==> config.mk <==
export PLATFORM = sky130hd
export DESIGN_NAME = ble_cmd_framer
export DESIGN_NICKNAME = d
export VERILOG_FILES = /design/src/rtl/ble_cmd_framer.sv
export SDC_FILE = /design/constraint.sdc
export NUM_CORES = 1
export LEC_CHECK = 0
export CAP_MARGIN = 10
export CORE_MARGIN = 10
export CORE_UTILIZATION = 57
export CTS_BUF_LIST = sky130_fd_sc_hd__clkbuf_4
export DETAILED_ROUTE_END_ITERATION = 6
export GPL_TIMING_DRIVEN = 0
export PLACE_DENSITY = 0.81
export SYNTH_ARGS = -nofsm -noshare
export SYNTH_HDL_FRONTEND = slang
export SYNTH_SLANG_ARGS = --single-unit
==> constraint.sdc <==
create_clock -name clk_in -period 2.94 [get_ports clk_in]
set_input_delay 0.294 -clock clk_in [delete_from_list [all_inputs] [get_ports clk_in]]
set_output_delay 0.294 -clock clk_in [all_outputs]
set_load 0.01 [all_outputs]
==> src/rtl/ble_cmd_framer.sv <==
// ble_cmd_framer: turns the raw BLE UART byte stream into checked command frames
// (SYNC, CMD, LEN, payload, CHK) and hands good frames to the gameplay controller
// over a valid/ready handshake. Malformed, stalled or unaccepted frames are dropped
// and counted.
module ble_cmd_framer #(
    parameter logic [7:0] SYNC_BYTE      = 8'hA5,
    parameter int         MAX_LEN        = 4,
    parameter int         TIMEOUT_CYCLES = 74250
) (
    input  logic        clk_in,
    input  logic        rst_in,
    input  logic [7:0]  byte_in,
    input  logic        byte_valid_in,
    output logic [7:0]  cmd_out,
    output logic [31:0] arg_out,
    output logic [2:0]  len_out,
    output logic        cmd_valid_out,
    input  logic        cmd_ready_in,
    output logic        busy_out,
    output logic [7:0]  err_count_out,
    output logic [1:0]  last_err_out
);
    localparam int            TW        = (TIMEOUT_CYCLES > 1) ? $clog2(TIMEOUT_CYCLES) : 1;
    localparam logic [TW-1:0] T_LAST    = TW'(TIMEOUT_CYCLES - 1);
    localparam logic [7:0]    MAX_LEN_B = 8'(MAX_LEN);

    localparam logic [1:0] ERR_CHK = 2'd0;
    localparam logic [1:0] ERR_LEN = 2'd1;
    localparam logic [1:0] ERR_TMO = 2'd2;
    localparam logic [1:0] ERR_OVF = 2'd3;

    typedef enum logic [2:0] {S_HUNT, S_CMD, S_LEN, S_PAYLOAD, S_CHECK} state_e;

    state_e        state_q, state_d;
    logic [7:0]    cmdw_q, cmdw_d;      // command of the frame being assembled
    logic [2:0]    lenw_q, lenw_d;      // length of the frame being assembled
    logic [31:0]   argw_q, argw_d;      // payload of the frame being assembled
    logic [7:0]    chk_q, chk_d;        // running XOR of CMD, LEN and payload
    logic [1:0]    idx_q, idx_d;        // next payload byte slot
    logic [TW-1:0] tcnt_q, tcnt_d;      // idle cycles since the last byte in a frame
    logic [7:0]    cmd_q, cmd_d;
    logic [31:0]   arg_q, arg_d;
    logic [2:0]    len_q, len_d;
    logic          valid_q, valid_d;
    logic          busy_q, busy_d;
    logic [7:0]    errc_q, errc_d;
    logic [1:0]    lerr_q, lerr_d;

    logic          good;
    logic          err_hit;
    logic [1:0]    err_code;

    // Register all framer state; reset abandons any frame without counting it
    always_ff @(posedge clk_in or negedge rst_in) begin
        if (!rst_in) begin
            state_q <= S_HUNT;
            cmdw_q  <= '0;
            lenw_q  <= '0;
            argw_q  <= '0;
            chk_q   <= '0;
            idx_q   <= '0;
            tcnt_q  <= '0;
            cmd_q   <= '0;
            arg_q   <= '0;
            len_q   <= '0;
            valid_q <= 1'b0;
            busy_q  <= 1'b0;
            errc_q  <= '0;
            lerr_q  <= '0;
        end else begin
            state_q <= state_d;
            cmdw_q  <= cmdw_d;
            lenw_q  <= lenw_d;
            argw_q  <= argw_d;
            chk_q   <= chk_d;
            idx_q   <= idx_d;
            tcnt_q  <= tcnt_d;
            cmd_q   <= cmd_d;
            arg_q   <= arg_d;
            len_q   <= len_d;
            valid_q <= valid_d;
            busy_q  <= busy_d;
            errc_q  <= errc_d;
            lerr_q  <= lerr_d;
        end
    end

    // Frame parsing, idle timeout, delivery handshake and error accounting
    always_comb begin
        state_d  = state_q;
        cmdw_d   = cmdw_q;
        lenw_d   = lenw_q;
        argw_d   = argw_q;
        chk_d    = chk_q;
        idx_d    = idx_q;
        tcnt_d   = tcnt_q;
        cmd_d    = cmd_q;
        arg_d    = arg_q;
        len_d    = len_q;
        valid_d  = valid_q;
        errc_d   = errc_q;
        lerr_d   = lerr_q;
        good     = 1'b0;
        err_hit  = 1'b0;
        err_code = ERR_CHK;

        if (valid_q && cmd_ready_in) begin
            valid_d = 1'b0;
        end

        if (byte_valid_in) begin
            // A byte always wins over an expiring timeout
            tcnt_d = '0;
            case (state_q)
                S_HUNT: begin
                    if (byte_in == SYNC_BYTE) begin
                        state_d = S_CMD;
                    end
                end
                S_CMD: begin
                    cmdw_d  = byte_in;
                    chk_d   = byte_in;
                    state_d = S_LEN;
                end
                S_LEN: begin
                    if (byte_in > MAX_LEN_B) begin
                        err_hit  = 1'b1;
                        err_code = ERR_LEN;
                        state_d  = S_HUNT;
                    end else begin
                        lenw_d  = byte_in[2:0];
                        argw_d  = '0;
                        idx_d   = '0;
                        chk_d   = chk_q ^ byte_in;
                        state_d = (byte_in == 8'd0) ? S_CHECK : S_PAYLOAD;
                    end
                end
                S_PAYLOAD: begin
                    argw_d[{idx_q, 3'b000} +: 8] = byte_in;
                    chk_d = chk_q ^ byte_in;
                    idx_d = idx_q + 2'd1;
                    if ({1'b0, idx_q} == (lenw_q - 3'd1)) begin
                        state_d = S_CHECK;
                    end
                end
                S_CHECK: begin
                    if (byte_in == chk_q) begin
                        good = 1'b1;
                    end else begin
                        err_hit  = 1'b1;
                        err_code = ERR_CHK;
                    end
                    state_d = S_HUNT;
                end
                default: state_d = S_HUNT;
            endcase
        end else if (state_q != S_HUNT) begin
            if (tcnt_q == T_LAST) begin
                err_hit  = 1'b1;
                err_code = ERR_TMO;
                state_d  = S_HUNT;
                tcnt_d   = '0;
            end else begin
                tcnt_d = tcnt_q + TW'(1);
            end
        end

        if (good) begin
            // A pending, unaccepted command keeps its outputs; the new frame is lost
            if (valid_q && !cmd_ready_in) begin
                err_hit  = 1'b1;
                err_code = ERR_OVF;
            end else begin
                cmd_d   = cmdw_q;
                arg_d   = argw_q;
                len_d   = lenw_q;
                valid_d = 1'b1;
            end
        end

        if (err_hit) begin
            if (errc_q != 8'hFF) begin
                errc_d = errc_q + 8'd1;
            end
            lerr_d = err_code;
        end

        busy_d = (state_d != S_HUNT);
    end

    assign cmd_out       = cmd_q;
    assign arg_out       = arg_q;
    assign len_out       = len_q;
    assign cmd_valid_out = valid_q;
    assign busy_out      = busy_q;
    assign err_count_out = errc_q;
    assign last_err_out  = lerr_q;

endmodule

======== Word level (Yosys, flattened, before mapping) ========
Index checks and enable logic that the tools add are counted.
storage, ports and cells
  input port bits ......................... 12
  output and inout bits ................... 55
  register bits after elaboration ......... 128
  word-level logic and storage cells ...... 90
cells by class
  bitwise operators ....................... 3
  shifts and indexed selects .............. 2
  $lt $le $gt $ge ......................... 1
  reductions and logical operators ........ 16
  mux-type cells .......................... 39
  $add $sub $neg .......................... 5
  eq/ne operators ......................... 10
operators by type and width
  operator                  number
  $pmux W32 S2              1
  $mux W17                  3
  $bwmux W32                1
  $mux W32                  1
  $shift A8 B7 Y32 const A  1
  $shiftx A8 B7 Y32         1
  $pmux W8 S3               1
  $mux W3                   7
  $add A17 B1 Y17 const B   1
  $eq A17 B17 Y1 const B    1
  $mux W1                   15
  $mux W2                   6
  $pmux W3 S4               1
  $reduce_and A3 Y1         3
  $reduce_bool A3 Y1        3
  $add A8 B1 Y8 const B     1
  $eq A8 B8 Y1              1
  $eq A8 B8 Y1 const B      1
  $gt A8 B3 Y1 const B      1
  $logic_not A8 Y1          1
  $mux W8                   1
  $ne A8 B8 Y1 const B      1
  $xor A8 B8 Y8             1
  $neg A5 Y7                1
  15 further kinds          21

======== Longest topological paths before layout ========
Gate-level depths: netlist of the first run.
  depth after elaboration ................. 7
  mapped depth ............................ 7
  gate-level depth less buffers ........... 7

======== Worst setup path before layout of the first run ========
Ideal clock, no wire load.
  path type ............................... flip-flop to flip-flop
  from .................................... register tcnt_q[1]
  to ...................................... register errc_q[1] (netlist: err_count_out[1])
  period minus slack after synthesis ...... 1.930 ns
  cell stages (with the launch flop) ...... 8
  data required time ...................... 2.815 ns
  arrival time ............................ 1.805 ns
  library setup time ...................... 0.125 ns
  buffers on the path ..................... 0
  slack ................................... 1.010 ns
  cell sequence ........................... dfrtp_1 > inv_1 > ha_1 > nor4b_4 > nand4_1 > o31a_4 > a21oi_2 > mux2_4
between the ends
  word-level cells in the longest chain between the ends .. 7
ends and longest elaborated chain
  what                           RTL line  text
  start: declaration             40        logic [TW-1:0] tcnt_q, tcnt_d;
  start signal: assignment       77        tcnt_q <= tcnt_d;
  $eq A17 B17 Y1 *               158       if (tcnt_q == T_LAST) begin
  $mux W1 *                      158
  $mux W1 *                      157       end else if (state_q != S_HUNT) begin
  $mux W1 *                      111       if (byte_valid_in) begin
  $mux W1                        170       if (valid_q && !cmd_ready_in) begin
  $mux W1 *                      168       if (good) begin
  $reduce_and A2 Y1 (no line) *  --
  end signal: assignment         83        errc_q <= errc_d;
  end: declaration               46        logic [7:0] errc_q, errc_d;
Every way passes the cells marked *; elsewhere a longest branch is shown, timed or not.
A chain may end at the register's enable or synchronous reset.

======== Worst setup path after layout of the first run ========
  from .................................... register state_q[0]
  to ...................................... register tcnt_q[10]
between the ends
  word-level cells in the longest chain between the ends .. 2
ends and longest elaborated chain
  what                          RTL line  text
  start: declaration            34        state_e state_q, state_d;
  start signal: assignment      71        state_q <= state_d;
  $reduce_bool A3 Y1            157
  $reduce_bool A2 Y1 (no line)  --
Every way passes these cells.

==> flow_summary.yaml, run 1 <==
synthesis:
  synthArstFlopShare_pct: 100
  netlist_area_um2: 5970
  synth_edf_count: 0
  synthFlopType: "dfrtp_1"
  syn_inst: 540
  synth_cell_types: 57
  ys_warn_count: 0
  ys_seq_area_share_pct: 53.6
  ys_ff_latch: 128
  syn_nets: 561
  synth_area_per_cell_um2: 11.1
min_path:
  hold_class: "in -> reg"
final_layout:
  nFillCells: 768
  drive_above_1_share_pct: 20.6
  multiInputGateArea_um2: 2550
  final_nets: 644
  num_antenna_cells: 0
  seq_area_um2: 3200
  stdcell_area_um2: 7170
  post-route-util_pct: 69.7
  area_growth_pct: 20.0
  stdcell_count: 772
placement:
  gp_congestion: 0.836
  place_inst: 739
  placedInstanceArea_um2: 6790
  port_buffers: 62
  dpl.hpwl_um: 9080
route:
  vias: 4437
  wl_per_cell_um: 17.0
  first_pass_iters: 6
  drt-total-wl_um: 13100
  routed_via_density: 5.75
  first_iter_violations: 280
  final_antenna_net_count: 0
  drc: 0
clocking:
  clock_path_buffers: 2
  cts_root_buffer: "clkbuf_4"
  clock_sinks: 128
  clk_latency_ns: 0.54
  clk_pin_slew_ns: 0.11
  cts.htree.levels: 4
  cts_buffers: 17
  cts_resized: 0
  cts_tree: "yes"
floorplan:
  io_pins: 67
  die_height_um: 122
  dieArea_um2: 15000
  core_area_um2: 10300
  die_x_um: 122
  start_util_pct: 58.1
  std_cell_rows: 37
sta:
  setup-violations-final: 0
  relSlewSlack_pct: 29.2
  slew_violations: 0
  fin_crit_sh_pct: 80.5
  fmax_mhz: 423
  hold_viol_final: 0
  worst_slew_pin_slew_ns: 1.05
  min_period_ns: 2.37
  finalClockSkew_ns: 0.0142
  rsz0062_at_grt: "no"
  whs_ns: 0.0881
critical_path:
  crit_slowest_cell: "nor4_1"
  max_stage_delay_ns: 0.89
  worstSetupEndpointType: "register"
  start_kind: "register"
  required_ns: 3.40
  crit_fanout: 10
  cp_data_arrival_time_ns: 2.83
  path_cells: "buf_2, nor4_1, clkbuf_1, nor2_1, a21oi_1"
  critPathKind: "reg -> reg"
global_route:
  first_global_vias: 4455
  grt_overflow: 0
  grt_antenna_before_repair: 0
  track_usage_pct: 18.5
  grt_pass1_wl_um: 22200
  grt_max_degree: 102
power:
  ir_drop_v: 0.000386
  p_leak_nw: 3.21
  power_frac_seq_pct: 51.2
  power_mw: 3.83
  power_switching_mw: 0.927
  swShare_pct: 24.2
  comb_power_share_pct: 9.5
  power.density_nw_per_um2: 534
  clockPowerShare_pct: 39.3
  internal-power_mw: 2.90
job:
  maxCapViolCount: 0
run_status:
  status: "finished, final reports clean"
repair_timing:
| item | 4_1_cts | 5_1_grt |
|---|---|---|
| hold buffers | 1 | 0 |
| setup buffers | 0 | 0 |
| endpoints found under the hold margin | 58 | 0 |
state kept, by name, indices dropped and copies added, names as in the netlist:
signal         flops
arg_out           32
argw_q            32
tcnt_q            17
chk_q              8
cmd_out            8
cmdw_q             8
err_count_out      8
len_out            3
lenw_q             3
state_q            3
idx_q              2
last_err_out       2
busy_out           1
cmd_valid_out      1
metrics by stage:
step           setup WS (ns)  TNS (ns)
2_1_floorplan           1.01         0
3_3_place_gp           -3.14   -400.67
3_5_place_dp           0.295         0
4_1_cts                0.593         0
5_1_grt                0.348         0
6_report               0.573         0
critical path, delay by kind of cell (launching register included):
| kind | cells | cell delay (ns) |
|---|---|---|
| compound gates | 1 | 0.19 |
| buf+inv | 2 | 0.58 |
| flops | 1 | 0.37 |
| simple gates | 2 | 1.13 |
power by group through the flow:
stage	Combinational, mW	Sequential [mW]	Clock, mW
6_report	0.364	1.96	1.51
5_1_grt	0.404	1.98	1.61
4_1_cts	0.367	1.96	1.54
3_5_place_dp	0.360	1.99	0
3_3_place_gp	0.343	1.99	0
2_1_floorplan	0.191	1.98	0
kinds of logic (layout without fill, tap and decap cells):
| logic type | Yosys count | after routing | share of synthesized area, % |
|---|---|---|---|
| xor gates and xnor gates | 27 | 27 | 3.96 |
| adders and majority gates | 9 | 9 | 1.88 |
| AOI/OAI and AO/OA | 101 | 101 | 10.9 |
| and+or+nand+nor | 165 | 165 | 15.2 |
| buffers and inverters | 53 | 149 | 3.71 |
| DFF | 128 | 128 | 53.6 |
| muxes | 57 | 57 | 10.8 |
cells in the mapped netlist (8+ instances only):
| cell | instances | share of area (%) |
|---|---|---|
| a21oi_1 | 21 | 1.8 |
| buf_2 | 14 | 1.2 |
| clkbuf_1 | 8 | 0.50 |
| dfrtp_1 | 128 | 54 |
| ha_1 | 9 | 1.9 |
| inv_1 | 27 | 1.7 |
| mux2_2 | 54 | 10 |
| nand2_1 | 54 | 3.4 |
| nand3_1 | 24 | 2.0 |
| nand4_1 | 8 | 0.84 |
| nor2_1 | 24 | 1.5 |
| o21ai_0 | 44 | 3.7 |
| or2_2 | 9 | 0.94 |
| xnor2_1 | 15 | 2.2 |
| xor2_1 | 12 | 1.8 |
cell type report:
type,count,area share (%)
buffer,26,1.68
clock buffer,20,2.09
clock inverter,12,2.98
inverter,27,1.41
multi-input combinational,359,35.6
sequential,128,44.7
tap,136,2.37
timing repair buffer,64,9.20
per-layer routing:
| metal | routed length [um] | GRT usage, % | part of all wire [%] | vias up |
|---|---|---|---|---|
| li1 | - | - | - | 2065 |
| met1 | 5660 | 23.1 | 43 | 2216 |
| met2 | 6340 | 29.6 | 48 | 134 |
| met3 | 901 | 5.69 | 6.9 | 22 |
| met4 | 223 | 7.07 | 1.7 | 0 |
| met5 | 0 | 0 | 0 | - |
final timing paths:
check	to	slack, ns	cells after the start	from
setup / recovery	tcnt_q[10]	0.57	5	state_q[0]
hold / removal	argw_q[6]	0.09	3	byte_in[6]
setup reg to reg	tcnt_q[10]	0.57	5	state_q[0]
hold reg to reg	argw_q[20]	0.49	2	argw_q[20]
max in group asynchronous	busy_out	2.01	3	rst_in
min in group asynchronous	arg_out[27]	0.16	2	rst_in
cell usage in the layout (no fill, tap or decap), types with 3 or more instances in the layout:
master / netlist / layout
and4_1: 4 / 4
or2_2: 9 / 9
nand3_1: 24 / 24
ha_1: 9 / 9
nor3_1: 5 / 5
nand4_1: 8 / 8
nor3_2: 3 / 3
xor2_1: 12 / 12
o21ai_0: 44 / 44
a211oi_1: 4 / 4
clkbuf_4: 0 / 20
nor2_1: 24 / 24
o31ai_1: 3 / 3
clkdlybuf4s50_1: 0 / 61
nand2_1: 54 / 54
and4bb_2: 3 / 3
inv_1: 27 / 27
a21boi_0: 7 / 7
buf_2: 14 / 14
clkinv_2: 0 / 3
dfrtp_1: 128 / 128
or3_1: 4 / 4
xnor2_1: 15 / 15
nand2b_1: 5 / 5
mux2_2: 54 / 54
nor4_1: 7 / 7
o21ai_1: 4 / 4
bufinv_16: 0 / 6
a21oi_1: 21 / 21
clkbuf_1: 8 / 8
No activity file was read; power rests on OpenSTA's default activity.
==> run 2: changes to the inputs <==
Settings changed: CORE_UTILIZATION 57 to 53, PLACE_DENSITY 0.81 to 0.79.
Clock period 2.94 ns to 2 ns, I/O delays scaled along.
==> run 2 against run 1 <==
- the flow now finishes with violations (setup timing)
- setup slack got worse by 0.65 ns
- non-clock buffer count up 17
- wire length grew 6.4%
- sequential share of layout area is 1.5 points lower
- highest routed layer unchanged
- critical path depth unchanged
==> flow_summary.yaml, run 2 (same netlist as run 1, synthesis figures left out) <==
run_status:
  status: "complete, but fails checks"
  violations: "setup timing"
clocking:
  cts_tree: "yes"
  cts.htree.levels: 4
  clk_latency_ns: 0.54
  cts_root_buffer: "clkbuf_4"
  clock_sinks: 128
  clock_path_buffers: 2
  clk_pin_slew_ns: 0.12
  cts_buffers: 17
min_path:
  hold_class: "in -> async"
power:
  clockPowerShare_pct: 32.5
  ir_drop_v: 0.000624
  swShare_pct: 29.2
  comb_power_share_pct: 11.5
  power.density_nw_per_um2: 694
  power_frac_seq_pct: 56.0
  p_leak_nw: 3.28
  power_switching_mw: 1.51
  internal-power_mw: 3.65
critical_path:
  worstSetupEndpointType: "register"
  r2r-start: "tcnt_q[5]"
  max_stage_delay_ns: 0.47
  crit_fanout: 5
  cp_data_arrival_time_ns: 2.49
  r2r_slack_ns: -0.07
  crit_slowest_cell: "dfrtp_2"
  required_ns: 2.41
  critPathKind: "reg -> reg"
  path_cells: "nor4_4, a41o_1, nor2_1, a311o_1, or3_4"
  start_kind: "register"
  reg2regPathDepth: 5
  r2r_end: "busy_out"
sta:
  finalClockSkew_ns: 0.0154
  whs_ns: 0.0457
  final.setup.worst_slack_ns: -0.0738
  setup-violations-final: 3
  relSlewSlack_pct: 52.5
  slew_violations: 0
  fmax_mhz: 482
  rsz0062_at_grt: "yes"
  worst_slew_pin_slew_ns: 0.707
  hold_viol_final: 0
  min_period_ns: 2.07
  fin_crit_sh_pct: 104
global_route:
  grt_antenna_before_repair: 1
  grt_max_degree: 108
  grt_pass1_wl_um: 22600
  track_usage_pct: 17.1
  first_global_vias: 4529
  grt_overflow: 0
final_layout:
  post-route-util_pct: 67.9
  drive_above_1_share_pct: 26.5
  final_common_cell: "dfrtp_1"
  final_cell_mix: "dfrtp_1, clkdlybuf4s50_1, nand2_1, mux2_2, o21ai_0"
  area_growth_pct: 24.2
  final_nets: 661
job:
  maxCapViolCount: 0
floorplan:
  io_pins: 67
  start_util_pct: 54.6
  std_cell_rows: 38
  die_height_um: 126
  die_x_um: 126
  core_area_um2: 10900
  dieArea_um2: 15900
route:
  routed_via_density: 5.69
  vias: 4515
  drt-total-wl_um: 14000
  first_iter_violations: 329
  final_antenna_net_count: 0
  first_pass_iters: 5
  wl_per_cell_um: 17.6
  drc: 0
placement:
  dpl.hpwl_um: 9170
  port_buffers: 62
  gp_congestion: 0.838
-- run 2: changes by cell type in the layout (fill, tap and decap cells not counted), sizes merged --
cell and change:
bufinv -5, inv +4, diode +1, clkdlybuf4s15 +1, buf +12, dlygate4sd3 +2, clkinv +2, clkbuf -1
clkinvlp +2
-- run 2: worst max-delay path by stage --
stage / depth (start not counted) / start / slack [ns] / endpoint
floorplan: 7 / tcnt_q[1] / 0.07 / err_count_out[1]
global placement: 1 / rst_in / -4.00 / arg_out[2]
detailed placement: 8 / byte_in[5] / -0.62 / argw_q[4]
CTS: 7 / tcnt_q[1] / -0.03 / err_count_out[1]
global route: 7 / tcnt_q[1] / -0.09 / err_count_out[7]
finish: 5 / tcnt_q[5] / -0.07 / busy_out
-- run 2: routing by layer --
metal / vias to the layer above / wire [um] / part of all wire (%) / track usage (%)
li1: 2094 / - / - / -
met3: 48 / 1010 / 7.2 / 5.03
met2: 150 / 6860 / 49 / 27.6
met1: 2223 / 5710 / 41 / 20.6
met5: - / 0 / 0 / 0
met4: 0 / 380 / 2.7 / 8.37
-- run 2: worst max-delay path: cells and delay by family (launching register included) --
family             cells  cell delay [ns]
AOI/OAI and AO/OA      2             0.63
DFF                    1             0.47
and+or+nand+nor        3             0.85
-- run 2: final cells by class --
cell class                      instances  area (um^2)
Inverter                               27          101
Clock inverter                         15          135
Multi-Input combinational cell        359         2730
Clock buffer                           17          128
Sequential cell                       128         3210
Timing Repair Buffer                   83          811
Antenna cell                            1         2.50
Buffer                                 24          131
Tap cell                              140          175
Fill cell                             793         3510
-- run 2: per-stage QoR --
stage          area [um^2]  power [mW]  std cells  setup TNS [ns]  setup slack, ns
4_1_cts               7210        5.13        785          -0.107          -0.0328
3_5_place_dp          6800        3.46        743          -49.62           -0.619
3_3_place_gp          6770        3.42        742         -554.35            -4.00
2_1_floorplan         5970        3.19        540               0           0.0702
5_1_grt               7420        5.39        794          -0.985          -0.0949
6_report              7420        5.15        794          -0.114          -0.0738
-- run 2: repair_timing --
| action | in CTS | in global routing |
|---|---|---|
| buffers inserted | 7 | 10 |
| cloned | 0 | 1 |
| hold buffers | 3 | 0 |
| resized for setup | 10 | 37 |
| endpoints found under the setup margin | 75 | 105 |
| hold endpoints to repair | 134 | 0 |
| pin swaps | 6 | 15 |
-- run 2: power groups by stage --
| stage | sequential [mW] | clock, mW | combinational [mW] |
|---|---|---|---|
| 2_1_floorplan | 2.91 | 0 | 0.281 |
| 3_5_place_dp | 2.93 | 0 | 0.530 |
| 5_1_grt | 2.91 | 1.82 | 0.656 |
| 3_3_place_gp | 2.92 | 0 | 0.504 |
| 4_1_cts | 2.88 | 1.70 | 0.552 |
| 6_report | 2.88 | 1.68 | 0.594 |
==> run 3: changes to the inputs <==
Settings changed: CORE_MARGIN 10 to 2, CTS_CLUSTER_SIZE set to 8, SLEW_MARGIN set to 20.
==> run 3 against run 2 <==
- the flow still finishes with violations (setup timing)
- wire length is 5.8% lower
- die area is 24% lower
- setup slack better by 0.0042 ns
- maximum frequency is 0.20% higher
- clock power is 27% higher
- final cell count is 0.13% higher
- clock skew is 0.0065 ns higher
- critical path type unchanged
==> flow_summary.yaml, run 3 (same netlist as run 1, synthesis figures left out) <==
power:
  ir_drop_v: 0.000606
  power.density_nw_per_um2: 748
  p_leak_nw: 3.31
  power_mw: 5.57
sta:
  finalClockSkew_ns: 0.0218
  rsz0062_at_grt: "yes"
  fmax_mhz: 483
  final.setup.worst_slack_ns: -0.0696
  fin_crit_sh_pct: 103
  setup-violations-final: 12
  relSlewSlack_pct: 51.7
  slew_violations: 0
  whs_ns: 0.0922
  min_period_ns: 2.07
  fin_tns_setup_ns: -0.303
  hold_viol_final: 0
  worst_slew_pin_slew_ns: 0.719
final_layout:
  drive_above_1_share_pct: 25.7
  stdcell_area_um2: 7450
  area_growth_pct: 24.8
  final_cell_mix: "dfrtp_1, clkdlybuf4s50_1, nand2_1, mux2_2, o21ai_0"
  nFillCells: 816
  final_common_cell: "dfrtp_1"
  final_nets: 662
  stdcell_count: 795
clocking:
  clk_latency_ns: 0.55
  clock_sinks: 128
  clk_pin_slew_ns: 0.12
  cts_tree: "yes"
  cts.htree.levels: 4
  clock_path_buffers: 2
  cts_buffers: 17
  cts_root_buffer: "clkbuf_4"
placement:
  port_buffers: 62
  placedInstanceArea_um2: 6800
  dpl.hpwl_um: 8580
  gp_congestion: 0.821
  place_inst: 743
floorplan:
  die_x_um: 110
  dieArea_um2: 12100
  core_area_um2: 10900
  io_pins: 67
  start_util_pct: 54.6
  die_height_um: 110
  std_cell_rows: 38
critical_path:
  start_kind: "register"
  cp.buffers_inverters: 1
  worstSetupEndpointType: "register"
  crit_slowest_cell: "o31a_4"
  required_ns: 2.44
  path_cells: "inv_1, ha_1, nor4b_4, nand4_1, o31a_4, a21oi_4, mux2_4"
  critPathTopFamily: "compound AO/OA/AOI/OAI gates"
  cp_data_arrival_time_ns: 2.51
  critPathKind: "reg -> reg"
  crit_fanout: 7
  max_stage_delay_ns: 0.45
route:
  final_antenna_net_count: 0
  first_iter_violations: 370
  drt-total-wl_um: 13200
  vias: 4605
  wl_per_cell_um: 16.5
  routed_via_density: 5.79
  drc: 0
  first_pass_iters: 5
global_route:
  grt_max_degree: 74
  grt_pass1_wl_um: 21200
  grt_overflow: 0
  track_usage_pct: 22.9
  first_global_vias: 4518
  grt_antenna_before_repair: 1
job:
  maxCapViolCount: 0
run_status:
  violations: "setup timing"
  status: "complete, but fails checks"
min_path:
  hold_class: "in -> reg"
## run 3: changes by cell type in the layout (fill, tap and decap cells not counted), sizes merged
| cell | before | now |
|---|---|---|
| bufinv | 1 | 5 |
| clkinvlp | 4 | 3 |
| dlygate4sd3 | 3 | 4 |
| clkinv | 6 | 4 |
| inv | 31 | 29 |
| clkbuf | 28 | 30 |
| clkdlybuf4s15 | 1 | 0 |
## run 3: area by class of cell
type,count,area (um^2),share of cell area [%]
Timing Repair Buffer,82,802,10.8
Clock buffer,18,135,1.81
Tap cell,140,175,2.35
Clock inverter,14,213,2.85
Buffer,26,135,1.81
Inverter,27,101,1.36
Antenna cell,1,2.50,0.0336
Sequential cell,128,3210,43.0
Multi-Input combinational cell,359,2680,36.0
## run 3: through the flow
stage          setup slack (ns)  utilization (%)
6_report                -0.0696             68.2
5_1_grt                  -0.171             68.2
4_1_cts                 -0.0463             66.9
3_5_place_dp             -0.579             62.2
3_3_place_gp              -4.01             61.9
2_1_floorplan            0.0702                -
## run 3: path summary, 6_finish.rpt
check	start	end	slack (ns)	cells past startpoint
setup reg to reg	tcnt_q[1]	err_count_out[1]	-0.07	7
max in group asynchronous	rst_in	tcnt_q[6]	1.05	3
setup / recovery	tcnt_q[1]	err_count_out[1]	-0.07	7
hold / removal	byte_valid_in	idx_q[0]	0.09	3
hold reg to reg	argw_q[7]	argw_q[7]	0.49	2
min in group asynchronous	rst_in	arg_out[24]	0.23	2
## run 3: tightest hold or removal path: cells and delay by family
kind                   cells  cell delay (ns)
AOI/OAI and AO/OA          1             0.08
and+or+nand+nor            1             0.14
buffers and inverters      1             0.18
## run 3: routing by layer
| layer | global-route usage (%) | routed length [um] | up-vias |
|---|---|---|---|
| met3 | 5.11 | 767 | 37 |
| li1 | - | - | 2095 |
| met1 | 30.7 | 5590 | 2325 |
| met5 | 0 | 0 | - |
| met4 | 10.9 | 319 | 0 |
| met2 | 35.6 | 6470 | 148 |
## run 3: power by group
part	switching (mW)	leakage [nW]	internal (mW)
Sequential	0.138	1.65	2.74
Combinational	0.295	1.48	0.266
Clock	0.999	0.176	1.13
## run 3: timing repair
item	CTS	global route
hold endpoints to repair	80	0
hold buffers	4	0
setup buffers	6	9
resized for setup	17	21
pin swaps	8	10
setup endpoints to repair	66	103
